===== src/rtl/comparator_pkg.sv =====
// Shared types for the serial magnitude comparator.
//   state_t  : controller states (IDLE / COMPARE / DONE)
//   result_t : one-hot result encoding, bit order {GT, LT, EQ};
//              RES_NONE is the state before the first result.
package comparator_pkg;

    typedef enum logic [1:0] {
        IDLE    = 2'd0,
        COMPARE = 2'd1,
        DONE    = 2'd2
    } state_t;

    typedef enum logic [2:0] {
        RES_NONE = 3'b000,
        RES_GT   = 3'b100,
        RES_LT   = 3'b010,
        RES_EQ   = 3'b001
    } result_t;

endpackage


===== src/rtl/comparator_serial_if.sv =====
// Request/result bundle for comparator_serial.
//   start, signed_mode, A, B : request side. The values are captured on the
//                              edge where start is accepted (IDLE or DONE).
//   busy, done               : status. done is a one-cycle pulse.
//   GT, LT, EQ, chunks       : registered result of the last compare.
// Handshake: a request is a single-cycle level on start, with no ready
// signal. It is taken on any edge where the controller is in IDLE or DONE,
// and ignored while busy is high. Completion is the done pulse, and the
// result signals are valid from that cycle until the next done.
interface comparator_serial_if #(
    parameter int WIDTH = 16,
    parameter int CHUNK = 4
);
    localparam int NCHUNK = WIDTH / CHUNK;
    localparam int CNT_W  = $clog2(NCHUNK + 1);

    logic             start;
    logic             signed_mode;
    logic [WIDTH-1:0] A;
    logic [WIDTH-1:0] B;
    logic             busy;
    logic             done;
    logic             GT;
    logic             LT;
    logic             EQ;
    logic [CNT_W-1:0] chunks;

    modport master (
        output start, signed_mode, A, B,
        input  busy, done, GT, LT, EQ, chunks
    );

    modport slave (
        input  start, signed_mode, A, B,
        output busy, done, GT, LT, EQ, chunks
    );
endinterface


===== src/rtl/comparator_chunk.sv =====
// Combinational magnitude compare of one CHUNK-bit slice.
//   a, b : slice of operand A and slice of operand B (unsigned)
//   gt   : a > b
//   lt   : a < b
module comparator_chunk #(
    parameter int CHUNK = 4
) (
    input  logic [CHUNK-1:0] a,
    input  logic [CHUNK-1:0] b,
    output logic             gt,
    output logic             lt
);
    assign gt = (a > b);
    assign lt = (a < b);
endmodule


===== src/rtl/comparator_serial.sv =====
// Serial MSB-first comparator. It examines CHUNK bits per clock and stops
// at the first slice that differs.
//   clk, rst  : clock (rising edge), synchronous active-high reset
//   bus       : slave side of comparator_serial_if (request, status, result)
//   fsm_state : current controller state, for observation
module comparator_serial
    import comparator_pkg::*;
#(
    parameter int WIDTH = 16,
    parameter int CHUNK = 4
) (
    input  logic                clk,
    input  logic                rst,
    comparator_serial_if.slave  bus,
    output state_t              fsm_state
);
    localparam int NCHUNK = WIDTH / CHUNK;
    localparam int IDX_W  = (NCHUNK > 1) ? $clog2(NCHUNK) : 1;
    localparam int CNT_W  = $clog2(NCHUNK + 1);
    localparam logic [IDX_W-1:0] LAST_IDX = IDX_W'(NCHUNK - 1);

    state_t           state;
    logic [WIDTH-1:0] a_q;
    logic [WIDTH-1:0] b_q;
    logic             mode_q;
    logic [IDX_W-1:0] idx;
    result_t          result_q;
    logic [CNT_W-1:0] chunks_q;
    logic             busy_q;
    logic             done_q;

    logic [WIDTH-1:0] a_eff;
    logic [WIDTH-1:0] b_eff;
    logic [CHUNK-1:0] a_chunk;
    logic [CHUNK-1:0] b_chunk;
    logic             chunk_gt;
    logic             chunk_lt;

    // Flipping both sign bits maps two's-complement order onto unsigned
    // order. This lets signed mode share the unsigned slice compare.
    // Slice 0 is the top CHUNK bits. The mux selects the slice named by idx.
    always_comb begin
        a_eff          = a_q;
        b_eff          = b_q;
        a_eff[WIDTH-1] = a_q[WIDTH-1] ^ mode_q;
        b_eff[WIDTH-1] = b_q[WIDTH-1] ^ mode_q;
        a_chunk        = '0;
        b_chunk        = '0;
        for (int k = 0; k < NCHUNK; k++) begin
            if (idx == IDX_W'(k)) begin
                a_chunk = a_eff[WIDTH-1-k*CHUNK -: CHUNK];
                b_chunk = b_eff[WIDTH-1-k*CHUNK -: CHUNK];
            end
        end
    end

    comparator_chunk #(.CHUNK(CHUNK)) u_chunk (
        .a  (a_chunk),
        .b  (b_chunk),
        .gt (chunk_gt),
        .lt (chunk_lt)
    );

    always_ff @(posedge clk) begin
        if (rst) begin
            state    <= IDLE;
            a_q      <= '0;
            b_q      <= '0;
            mode_q   <= 1'b0;
            idx      <= '0;
            result_q <= RES_NONE;
            chunks_q <= '0;
            busy_q   <= 1'b0;
            done_q   <= 1'b0;
        end else begin
            done_q <= 1'b0;
            case (state)
                IDLE, DONE: begin
                    if (bus.start) begin
                        a_q    <= bus.A;
                        b_q    <= bus.B;
                        mode_q <= bus.signed_mode;
                        idx    <= '0;
                        busy_q <= 1'b1;
                        state  <= COMPARE;
                    end else begin
                        state  <= IDLE;
                    end
                end
                COMPARE: begin
                    // Resolve on the first differing slice, or on the last
                    // slice when every slice before it was equal.
                    if (chunk_gt || chunk_lt || idx == LAST_IDX) begin
                        result_q <= chunk_gt ? RES_GT : (chunk_lt ? RES_LT : RES_EQ);
                        chunks_q <= CNT_W'(idx) + CNT_W'(1);
                        busy_q   <= 1'b0;
                        done_q   <= 1'b1;
                        state    <= DONE;
                    end else begin
                        idx <= idx + IDX_W'(1);
                    end
                end
                default: state <= IDLE;
            endcase
        end
    end

    assign bus.busy               = busy_q;
    assign bus.done               = done_q;
    assign {bus.GT, bus.LT, bus.EQ} = result_q;
    assign bus.chunks             = chunks_q;
    assign fsm_state              = state;
endmodule


===== src/flat_wrapper.sv =====
// flat-port wrapper written by rule: the top's interface ports become plain ports
module comparator_serial_flat import comparator_pkg::*;
#(
    parameter int WIDTH = 16,
    parameter int CHUNK = 4
)
  (clk, rst, fsm_state, bus_start, bus_signed_mode, bus_A, bus_B, bus_busy, bus_done, bus_GT, bus_LT, bus_EQ, bus_chunks);
  comparator_serial_if #(.WIDTH(WIDTH), .CHUNK(CHUNK)) bus_i ();
  input  logic clk;
  input  logic rst;
  output state_t fsm_state;
  input wire logic [$bits(bus_i.start)-1:0] bus_start;
  input wire logic [$bits(bus_i.signed_mode)-1:0] bus_signed_mode;
  input wire logic [$bits(bus_i.A)-1:0] bus_A;
  input wire logic [$bits(bus_i.B)-1:0] bus_B;
  output wire logic [$bits(bus_i.busy)-1:0] bus_busy;
  output wire logic [$bits(bus_i.done)-1:0] bus_done;
  output wire logic [$bits(bus_i.GT)-1:0] bus_GT;
  output wire logic [$bits(bus_i.LT)-1:0] bus_LT;
  output wire logic [$bits(bus_i.EQ)-1:0] bus_EQ;
  output wire logic [$bits(bus_i.chunks)-1:0] bus_chunks;
  assign bus_i.start = bus_start;
  assign bus_i.signed_mode = bus_signed_mode;
  assign bus_i.A = bus_A;
  assign bus_i.B = bus_B;
  assign bus_busy = bus_i.busy;
  assign bus_done = bus_i.done;
  assign bus_GT = bus_i.GT;
  assign bus_LT = bus_i.LT;
  assign bus_EQ = bus_i.EQ;
  assign bus_chunks = bus_i.chunks;
  comparator_serial #(.WIDTH(WIDTH), .CHUNK(CHUNK)) u_core (.clk(clk), .rst(rst), .bus(bus_i), .fsm_state(fsm_state));
endmodule

===== config.mk =====
export PLATFORM = sky130hd
export DESIGN_NAME = comparator_serial_flat
export DESIGN_NICKNAME = d
export VERILOG_FILES = /design/src/rtl/comparator_pkg.sv /design/src/rtl/comparator_serial_if.sv /design/src/rtl/comparator_chunk.sv /design/src/rtl/comparator_serial.sv /design/src/flat_wrapper.sv
export SDC_FILE = /design/constraint.sdc
export NUM_CORES = 1
export LEC_CHECK = 0
export CAP_MARGIN = 20
export CORE_AREA = 2 2 75 77
export DETAILED_ROUTE_END_ITERATION = 8
export DIE_AREA = 0 0 77 79
export PLACE_DENSITY_LB_ADDON = 0.05
export SLEW_MARGIN = 20
export SYNTH_ARGS = -nofsm -noshare
export SYNTH_HDL_FRONTEND = slang
export SYNTH_SLANG_ARGS = --single-unit

===== constraint.sdc =====
create_clock -name clk -period 3.4 [get_ports clk]
set_input_delay 0.85 -clock clk [delete_from_list [all_inputs] [get_ports clk]]
set_output_delay 0.85 -clock clk [all_outputs]
set_load 0.01 [all_outputs]

After elaboration in Yosys (flattened, before gate mapping)
Cells that the tools add are included.

Word-level logic and storage cells: 55. Output and inout bits: 10. Bits in registers: 45.

$lt $le $gt $ge: 2. Muxes and demuxes: 20. Reductions and logical operators: 11. Eq/ne operators: 8. Add/sub/neg operators: 2. Bitwise logic cells: 3.

Operator list (count): $mux W4 (8); $mux W2 (4); $pmux W2 S2 (2); $eq A2 B2 Y1 const B (3); $reduce_and A3 Y1 (2); $eq A2 B1 Y1 const B (2); $gt A4 B4 Y1 (1); $logic_not A2 Y1 (2); $lt A4 B4 Y1 (1); $mux W1 (4); $ne A2 B2 Y1 const B (2); $reduce_and A2 Y1 (2); $reduce_or A2 Y1 (2); $add A2 B1 Y3 const B (1); $mux W3 (1); $add A2 B1 Y2 const B (1); $logic_or A1 B1 Y1 (2); $ne A2 B1 Y1 const B (1); $pmux W1 S2 (1); $reduce_bool A2 Y1 (1); $xor A1 B1 Y1 (2); $not A1 Y1 (1).

Logic depth before layout (Yosys ltp)
Gate-level depths: netlist (run 1).

Depth in word-level cells: 10. Depth in mapped cells: 11. Depth with buffers taken out: 11.

Modules after synthesis
Synthesis (run 1) repeated with hierarchy kept, for this count alone.

Cell total of the unflattened synthesis: 269. Area, all modules: 2063.2 um^2.

Modules (own cells, without submodules): comparator_serial (instances 1, cells each 254, area each 1949.4 um^2, sequential area each 900.9 um^2); comparator_chunk (instances 1, cells each 15, area each 113.9 um^2, sequential area each 0.0 um^2).

Worst setup path after synthesis (run 1)
Ideal clock, no wire load.

Path kind: register to register. From: reg u_core.idx[0]. To: reg u_core.idx[0]. Required time: 3279 ps. Setup time: 121 ps. Data arrival time: 2441 ps. Stages on the path, launching flop included: 10. Slack: 838 ps. Buffers on the path: 2. Cell sequence: dfxtp_1 ha_1 clkbuf_1 buf_1 a22oi_1 ha_1 nand4_2 nor3_2 nand2_1 mux2_4.

Word-level cells in the longest chain between the ends: 10. Elaborated cells on any way between the ends: 21.

RTL lines: from (decl) (RTL line comparator_serial.sv:26) `logic [IDX_W-1:0] idx;`; from (signal assigned) (RTL line comparator_serial.sv:100) `idx <= idx + IDX_W'(1);`; $logic_not A2 Y1 (RTL line comparator_serial.sv:50) `if (idx == IDX_W'(k)) begin`; $mux W4 (4 in a row) (RTL line comparator_serial.sv:50); $gt A4 B4 Y1 or $lt A4 B4 Y1 (tied branches) (RTL line comparator_chunk.sv:13, comparator_chunk.sv:14); $logic_or A1 B1 Y1 (2 in a row) (RTL line comparator_serial.sv:93) `if (chunk_gt || chunk_lt || idx == LAST_IDX) begin`; $ne A2 B2 Y1 (no source line); $reduce_and A3 Y1 (no source line).

Several ways; a longest one is shown, not always the timed one. The select of a mux whose other input is x is not followed. A chain may end at the register's enable or synchronous reset.

Final worst setup path (run 1)
Same ends and word-level chain as after synthesis.

==> out/summary.txt, run 1 <==
Origin of the worst min-delay path = u_core.a_q[5]$_SDFFE_PP0P_
CTS tree = done
CP Max Fanout = 7
Yosys cell types = 32
Commonest non-fill, non-tap cell in the layout = nand2_1
Adder-cell share of the synthesized area = 0.0486
Least-Margin Pin Slew = 0.615 ns
Hold Path Class = reg2reg
Pint = 920 uW
Routed length per instance = 12.1 um
Synthesis-to-finish area growth = 29.8%
WP data arrival = 3.05 ns
# rows = 27
Synth Cell Area = 2060 um^2
Sequential area share after synthesis = 0.437
Post-synthesis mux area share = 0.0121
Worst endpoint required time = 3.59 ns
Setup TNS = 0 ns
Finished Cell Area = 2670 um^2
First-pass GRT wire length = 7.69 mm
Cell taking the most area after synthesis = dfxtp_1
Dpl hpwl = 3.42 mm
Static leakage = 0.00100 uW
VDD IR-drop max = 0.000232 V
Final setup fails = 0
Flip-flop and latch area = 901 um^2
Post-synthesis xor/xnor area fraction = 0.00850
Post-Layout Cell Count = 381
Clk_lat worst skew = 0.30 ns
H-tree depth = 2
Power Dens Cells = 475 nW/um^2
Total gr overflow = 0
Post-synthesis compound-gate area fraction = 0.211
CP endpoint kind = flop
Final GP Congestion = 0.814
Starting Density = 0.386
Flops & latches, synth = 45
Fin. Hold Viols = 0
Switching Power = 349 uW
Status = completed
Final net count = 352
Max Cap Viol = 0
Die Wd = 77 um
Fmax = 0.349 GHz
Clk root buf = clkbuf_8
Post-CTS Resized = 0
Ports = 46
Synth Warn # = 0
Dpl cells = 373
Slew Viols, Final = 0
Antenna viol nets, final = 0
Syn_area_per_cell = 7.66 um^2
Worst r2r path cells = 10
TritonCTS buffer count = 5
Cts-stage hold buffer count = 0
Global Route Usage Sum = 0.159
Fill cells = 579
WL final = 4.61 mm
Depth of the worst hold-timing path = 2
Sequential Power Share = 0.467
Top-area cell type share of the netlist area = 0.437
Period utilisation layout = 0.842
Largest net degree at the start of global routing = 36
Post-synthesis cell count = 269
Fin crit period = 2.86 ns
Initial DRC count = 59
Syn Nets = 313
Setup CP Type = reg2reg
DR vias = 1,845
Share of cells above drive strength 1 = 0.0615
Logic gate share of total power = 0.212
RSZ-0062 raised after global routing = false
Switching Fraction = 0.275
First-pass iteration count of the detailed router = 4
Slew headroom = 0.588
Antenna violations before repair = 0
Vias in the first global route = 1,623
PortBufs = 45
Most frequent cells in the layout = nand2_1 (81), a21oi_1 (50), clkdlybuf4s50_1 (45), dfxtp_1 (45), o21ai_0 (15)
Area of the core = 5340 um^2
Postcts setup bufs = 0
Clock Tree Buf Depth = 2
Vias per cell = 4.84
Sink Count = 45
Hold Path End = u_core.a_q[5]$_SDFFE_PP0P_
Ranking of synthesized cells by area = dfxtp_1 (44%), nand2_1 (15%), a21oi_1 (12%), ha_1 (4.9%), o21ai_0 (3.6%)
Die Area = 6080 um^2
Worst reg2reg endpoint = u_core.idx[0]$_SDFFE_PP0P_
Multi-input combinational cell area = 1050 um^2
DR DRC count = 0
FF-to-FF setup slack = 0.54 ns
Worst r2r src = u_core.idx[0]$_SDFFE_PP0P_
Clock power frac = 0.320
Largest family of logic cells by synthesized area = simple AND/OR/NAND/NOR gates
Die height = 79 um
Clk_skew = 0.00620 ns
Simple-gate share of the synthesized area = 0.228
DP Area = 2560 um^2
CP Launch Type = flop
Ant. Diodes = 0
Clock-pin slew on the worst setup and hold paths = 0.09 ns
==> power by group through the flow <==
stage | clock network (uW) | logic, uW | registers (uW)
after global routing | 438 | 299 | 599
final | 407 | 270 | 593
after global placement | 0 | 269 | 606
after CTS | 414 | 273 | 594
after floorplan | 0 | 165 | 605
after detailed placement | 0 | 271 | 607
==> state kept, by name, summed over array words and instances (netlist names) <==
name               count
u_core.bus.done        1
u_core.idx             2
u_core.result_q        3
u_core.b_q            16
u_core.a_q            16
u_core.bus.busy        1
u_core.fsm_state       2
u_core.mode_q          1
u_core.bus.chunks      3
==> critical path, stage by stage (launching register included) <==
cell	delay, ns
dfxtp_1	0.42
inv_1	0.12
ha_1	0.30
nor2b_1	0.18
a221oi_1	0.31
o31ai_1	0.12
ha_1	0.35
nand4_2	0.16
nor3_2	0.30
nand2_1	0.17
mux2_4	0.32
==> worst max-delay path by stage <==
| stage | start | endpoint | slack [ns] | depth (start not counted) |
|---|---|---|---|---|
| after floorplan | u_core.idx[0]$_SDFFE_PP0P_ | u_core.idx[0]$_SDFFE_PP0P_ | 0.84 | 9 |
| after global routing | u_core.idx[0]$_SDFFE_PP0P_ | u_core.idx[0]$_SDFFE_PP0P_ | 0.36 | 10 |
| final | u_core.idx[0]$_SDFFE_PP0P_ | u_core.idx[0]$_SDFFE_PP0P_ | 0.54 | 10 |
| after global placement | u_core.idx[0]$_SDFFE_PP0P_ | u_core.idx[0]$_SDFFE_PP0P_ | 0.65 | 10 |
| after CTS | u_core.idx[0]$_SDFFE_PP0P_ | u_core.idx[0]$_SDFFE_PP0P_ | 0.54 | 10 |
| after detailed placement | u_core.idx[0]$_SDFFE_PP0P_ | u_core.idx[0]$_SDFFE_PP0P_ | 0.56 | 10 |
==> routing by layer <==
| layer | share of wire | up-vias | global-route usage | routed length [um] |
|---|---|---|---|---|
| met5 | 0 | - | 0 | 0 |
| met3 | 0.029 | 8 | 0.0352 | 134 |
| met4 | 0.015 | 0 | 0.0643 | 71 |
| met2 | 0.46 | 30 | 0.244 | 2100 |
| met1 | 0.50 | 827 | 0.217 | 2300 |
| li1 | - | 980 | - | - |
==> per-stage QoR <==
stage | total power (uW) | util | worst slack, ns | hold slack, ns
5_1_grt | 1340 | 0.501 | 0.358 | 0.486
4_1_cts | 1280 | 0.501 | 0.536 | 0.464
6_report | 1270 | 0.501 | 0.537 | 0.460
3_3_place_gp | 876 | 0.480 | 0.650 | 0.445
2_1_floorplan | 770 | - | 0.838 | 0.433
3_5_place_dp | 878 | 0.480 | 0.564 | 0.451
==> cell usage after synthesis (all sizes together) <==
cell type	number
nand2	81
a21oi	50
dfxtp	45
o21ai	15
clkbuf	10
inv	9
buf	8
ha	8
nor2	7
nor3	6
a22oi	4
nand3	3
nor2b	3
a22o	2
and3	2
nand2b	2
o31ai	2
xor2	2
a221o	1
a221oi	1
mux2	1
mux2i	1
nand4	1
nor4b	1
o211ai	1
o221a	1
o221ai	1
or4	1
==> kinds of logic (layout without fill, tap and decap cells) <==
logic type               Yosys count  count (layout)
AO/OA/AOI/OAI                     78              78
XOR/XNOR                           2               2
adder cells (fa/ha/maj)            8               8
buffers and inverters             27              67
flip-flops                        45              45
multiplexers                       2               2
AND/OR/NAND/NOR                  107             107
==> area by class of cell <==
type / count / share of cell area
clock buffers: 6 / 0.0271
clock inverters: 2 / 0.0145
inverters: 9 / 0.0126
multi-input cells: 197 / 0.393
flip-flops and latches: 45 / 0.337
well taps: 72 / 0.0337
repair buffers: 50 / 0.182
Note: power is estimated with default switching activity, not from simulation.
==> inputs of run 2 (changes only) <==
clock period = 2.7 ns   (was 3.4 ns; I/O delays follow)
==> run 2 against run 1 <==
  * Worst hold slack got worse by 0.0027 ns
  * Core utilization grew 0.77 points
  * Fmax up 14%
  * Combinational power is 41% higher
==> out/summary.txt, run 2 (synthesis results as in run 1) <==
Switching Power = 427 uW (+22%)
Most used cell, CP = ha_1
Pint = 1080 uW (+18%)
Worst endpoint required time = 2.89 ns (-0.70 ns)
Final net count = 361 (+2.6%)
Area of the core = 5340 um^2 (unchanged)
WL final = 4.74 mm (+2.8%)
Origin of the worst min-delay path = u_core.a_q[12]$_SDFFE_PP0P_
Ant. Diodes = 0 (unchanged)
Die Area = 6080 um^2 (unchanged)
Largest net degree at the start of global routing = 36 (unchanged)
Global Route Usage Sum = 0.170 (+0.0109)
Starting Density = 0.386 (unchanged)
Critical Path Stages = 10 (unchanged)
Worst r2r src = u_core.idx[0]$_SDFFE_PP0P_
Total gr overflow = 0 (unchanged)
PortBufs = 45 (unchanged)
Cts-stage hold buffer count = 0 (unchanged)
CP endpoint kind = flop
Worst r2r path cells = 10 (unchanged)
Clk_skew = 0.00424 ns (-0.00196 ns)
Hold Path Class = reg2reg
Antenna viol nets, final = 0 (unchanged)
CP Launch Type = flop
Max Cap Viol = 0 (unchanged)
Depth of the worst hold-timing path = 2 (unchanged)
Clk root buf = clkbuf_8
CTS tree = done
Routed length per instance = 12.2 um (+0.92%)
Crit path buf inv count = 1 (unchanged)
Setup TNS = 0 ns (unchanged)
Synthesis-to-finish area growth = 31.8%
CP Cell Sequence = inv_1 -> ha_1 -> nor2b_1 -> a221oi_2 -> o31ai_1 -> ha_1 -> nand4_2 -> nor3_2 -> nand2_1 -> mux2_4
Final GP Congestion = 0.822 (+1.0%)
Fin crit period = 2.51 ns (-0.352 ns)
Logic gate share of total power = 0.253 (+0.041)
First-pass GRT wire length = 8.29 mm (+7.9%)
Setup CP Type = reg2reg
Fmax = 0.398 GHz (+14%)
Slowest CP cell = dfxtp_2
Most frequent cells in the layout = nand2_1 (81), a21oi_1 (50), clkdlybuf4s50_1 (45)
Dpl hpwl = 3.41 mm (-0.16%)
Status = completed
Total power = 1510 uW (+19%)
Share of cells above drive strength 1 = 0.0981 (+0.0366)
Clock Tree Buf Depth = 2 (unchanged)
DR vias = 1,873 (+1.5%)
Largest regs = u_core.a_q x16, u_core.b_q x16
Critical path's largest stage delay = 0.38 ns (-0.04 ns)
DR DRC count = 0 (unchanged)
Sink Count = 45 (unchanged)
Critical path's top delay family = simple AND/OR/NAND/NOR gates
FF-to-FF setup slack = 0.19 ns (-0.35 ns)
Worst reg2reg endpoint = u_core.idx[0]$_SDFFE_PP0P_
Clk_lat worst skew = 0.29 ns (about the same)
Vias in the first global route = 1,783 (+9.9%)
# rows = 27 (unchanged)
VDD IR-drop max = 0.000299 V (+29%)
First-pass iteration count of the detailed router = 4 (unchanged)
Final setup fails = 0 (unchanged)
Clock-pin slew on the worst setup and hold paths = 0.08 ns (about the same)
Hold Path End = u_core.a_q[12]$_SDFFE_PP0P_
Ports = 46 (unchanged)
CP Max Fanout = 5 (-2)
WP data arrival = 2.70 ns (-0.35 ns)
Slew Viols, Final = 0 (unchanged)
Antenna violations before repair = 0 (unchanged)
Slew headroom = 0.736 (+0.148)
TritonCTS buffer count = 5 (unchanged)
Die height = 79 um (unchanged)
Power Dens Cells = 556 nW/um^2 (+17%)
Static leakage = 0.00103 uW (+3.2%)
RSZ-0062 raised after global routing = false
Fill cells = 572 (-1.2%)
Period utilisation layout = 0.930 (+0.0879)
Die Wd = 77 um (unchanged)
Multi-input combinational cell area = 1060 um^2 (+0.83%)
Least-Margin Pin Slew = 0.395 ns (-0.220 ns)
Initial DRC count = 85 (+44%)
Switching Fraction = 0.283 (+0.00782)
Clock power frac = 0.252 (-0.068)
Commonest non-fill, non-tap cell in the layout = nand2_1
Vias per cell = 4.83 (-0.31%)
Sequential Power Share = 0.495 (+0.028)
Flip-flop and latch area = 903 um^2 (+0.28%)
H-tree depth = 2 (unchanged)
Fin. Hold Viols = 0 (unchanged)
==> run 2: tightest hold or removal path, stage by stage (launching register included) <==
cell and delay [ns]:
dfxtp_1 0.31, nand2_1 0.05, a21oi_1 0.05
==> run 2: power by group through the flow <==
stage               clock network [uW]  registers (uW)  logic [uW]
floorplan                            0             762         208
global route                       413             754         430
global placement                     0             762         370
detailed placement                   0             762         372
CTS                                392             746         374
finish                             380             747         382
==> run 2: timing repair <==
item                       in CTS  in global routing
setup endpoints to repair       0                  6
resized for setup               0                  4
buffers inserted                0                  1
==> run 2: routing by layer <==
| layer | wire length (um) | part of all wire | global-route usage |
|---|---|---|---|
| met1 | 2340 | 0.49 | 0.225 |
| met2 | 2160 | 0.46 | 0.268 |
| met3 | 158 | 0.033 | 0.0375 |
| met4 | 73 | 0.015 | 0.0696 |
| met5 | 0 | 0 | 0 |
==> run 2: how the worst max path moves through the flow <==
stage                               start                           endpoint  slack (ns)
2_1_floorplan  u_core.idx[0]$_SDFFE_PP0P_         u_core.idx[0]$_SDFFE_PP0P_        0.14
3_3_place_gp   u_core.idx[1]$_SDFFE_PP0P_         u_core.idx[0]$_SDFFE_PP0P_        0.19
3_5_place_dp   u_core.idx[0]$_SDFFE_PP0P_  u_core.bus.chunks[0]$_SDFFE_PP0P_        0.09
4_1_cts        u_core.idx[0]$_SDFFE_PP0P_  u_core.bus.chunks[0]$_SDFFE_PP0P_        0.07
5_1_grt        u_core.idx[0]$_SDFFE_PP0P_         u_core.idx[0]$_SDFFE_PP0P_        0.02
6_report       u_core.idx[0]$_SDFFE_PP0P_         u_core.idx[0]$_SDFFE_PP0P_        0.19
==> run 2: layout make-up <==
class / instances / share of cell area
repair buffers: 59 / 0.205
flip-flops and latches: 45 / 0.333
clock inverters: 1 / 0.00184
inverters: 9 / 0.0124
well taps: 72 / 0.0332
clock buffers: 5 / 0.0253
multi-input cells: 197 / 0.390
==> run 2: per-stage QoR <==
stage               hold slack [ns]  area [um^2]  std cells  setup slack [ns]   util
finish                        0.458         2720        388             0.190  0.509
global route                  0.483         2720        388            0.0247  0.509
CTS                           0.459         2700        387            0.0705  0.505
detailed placement            0.448         2620        381            0.0893  0.491
global placement              0.446         2620        381             0.193  0.491
floorplan                     0.433         2060        269             0.138      -
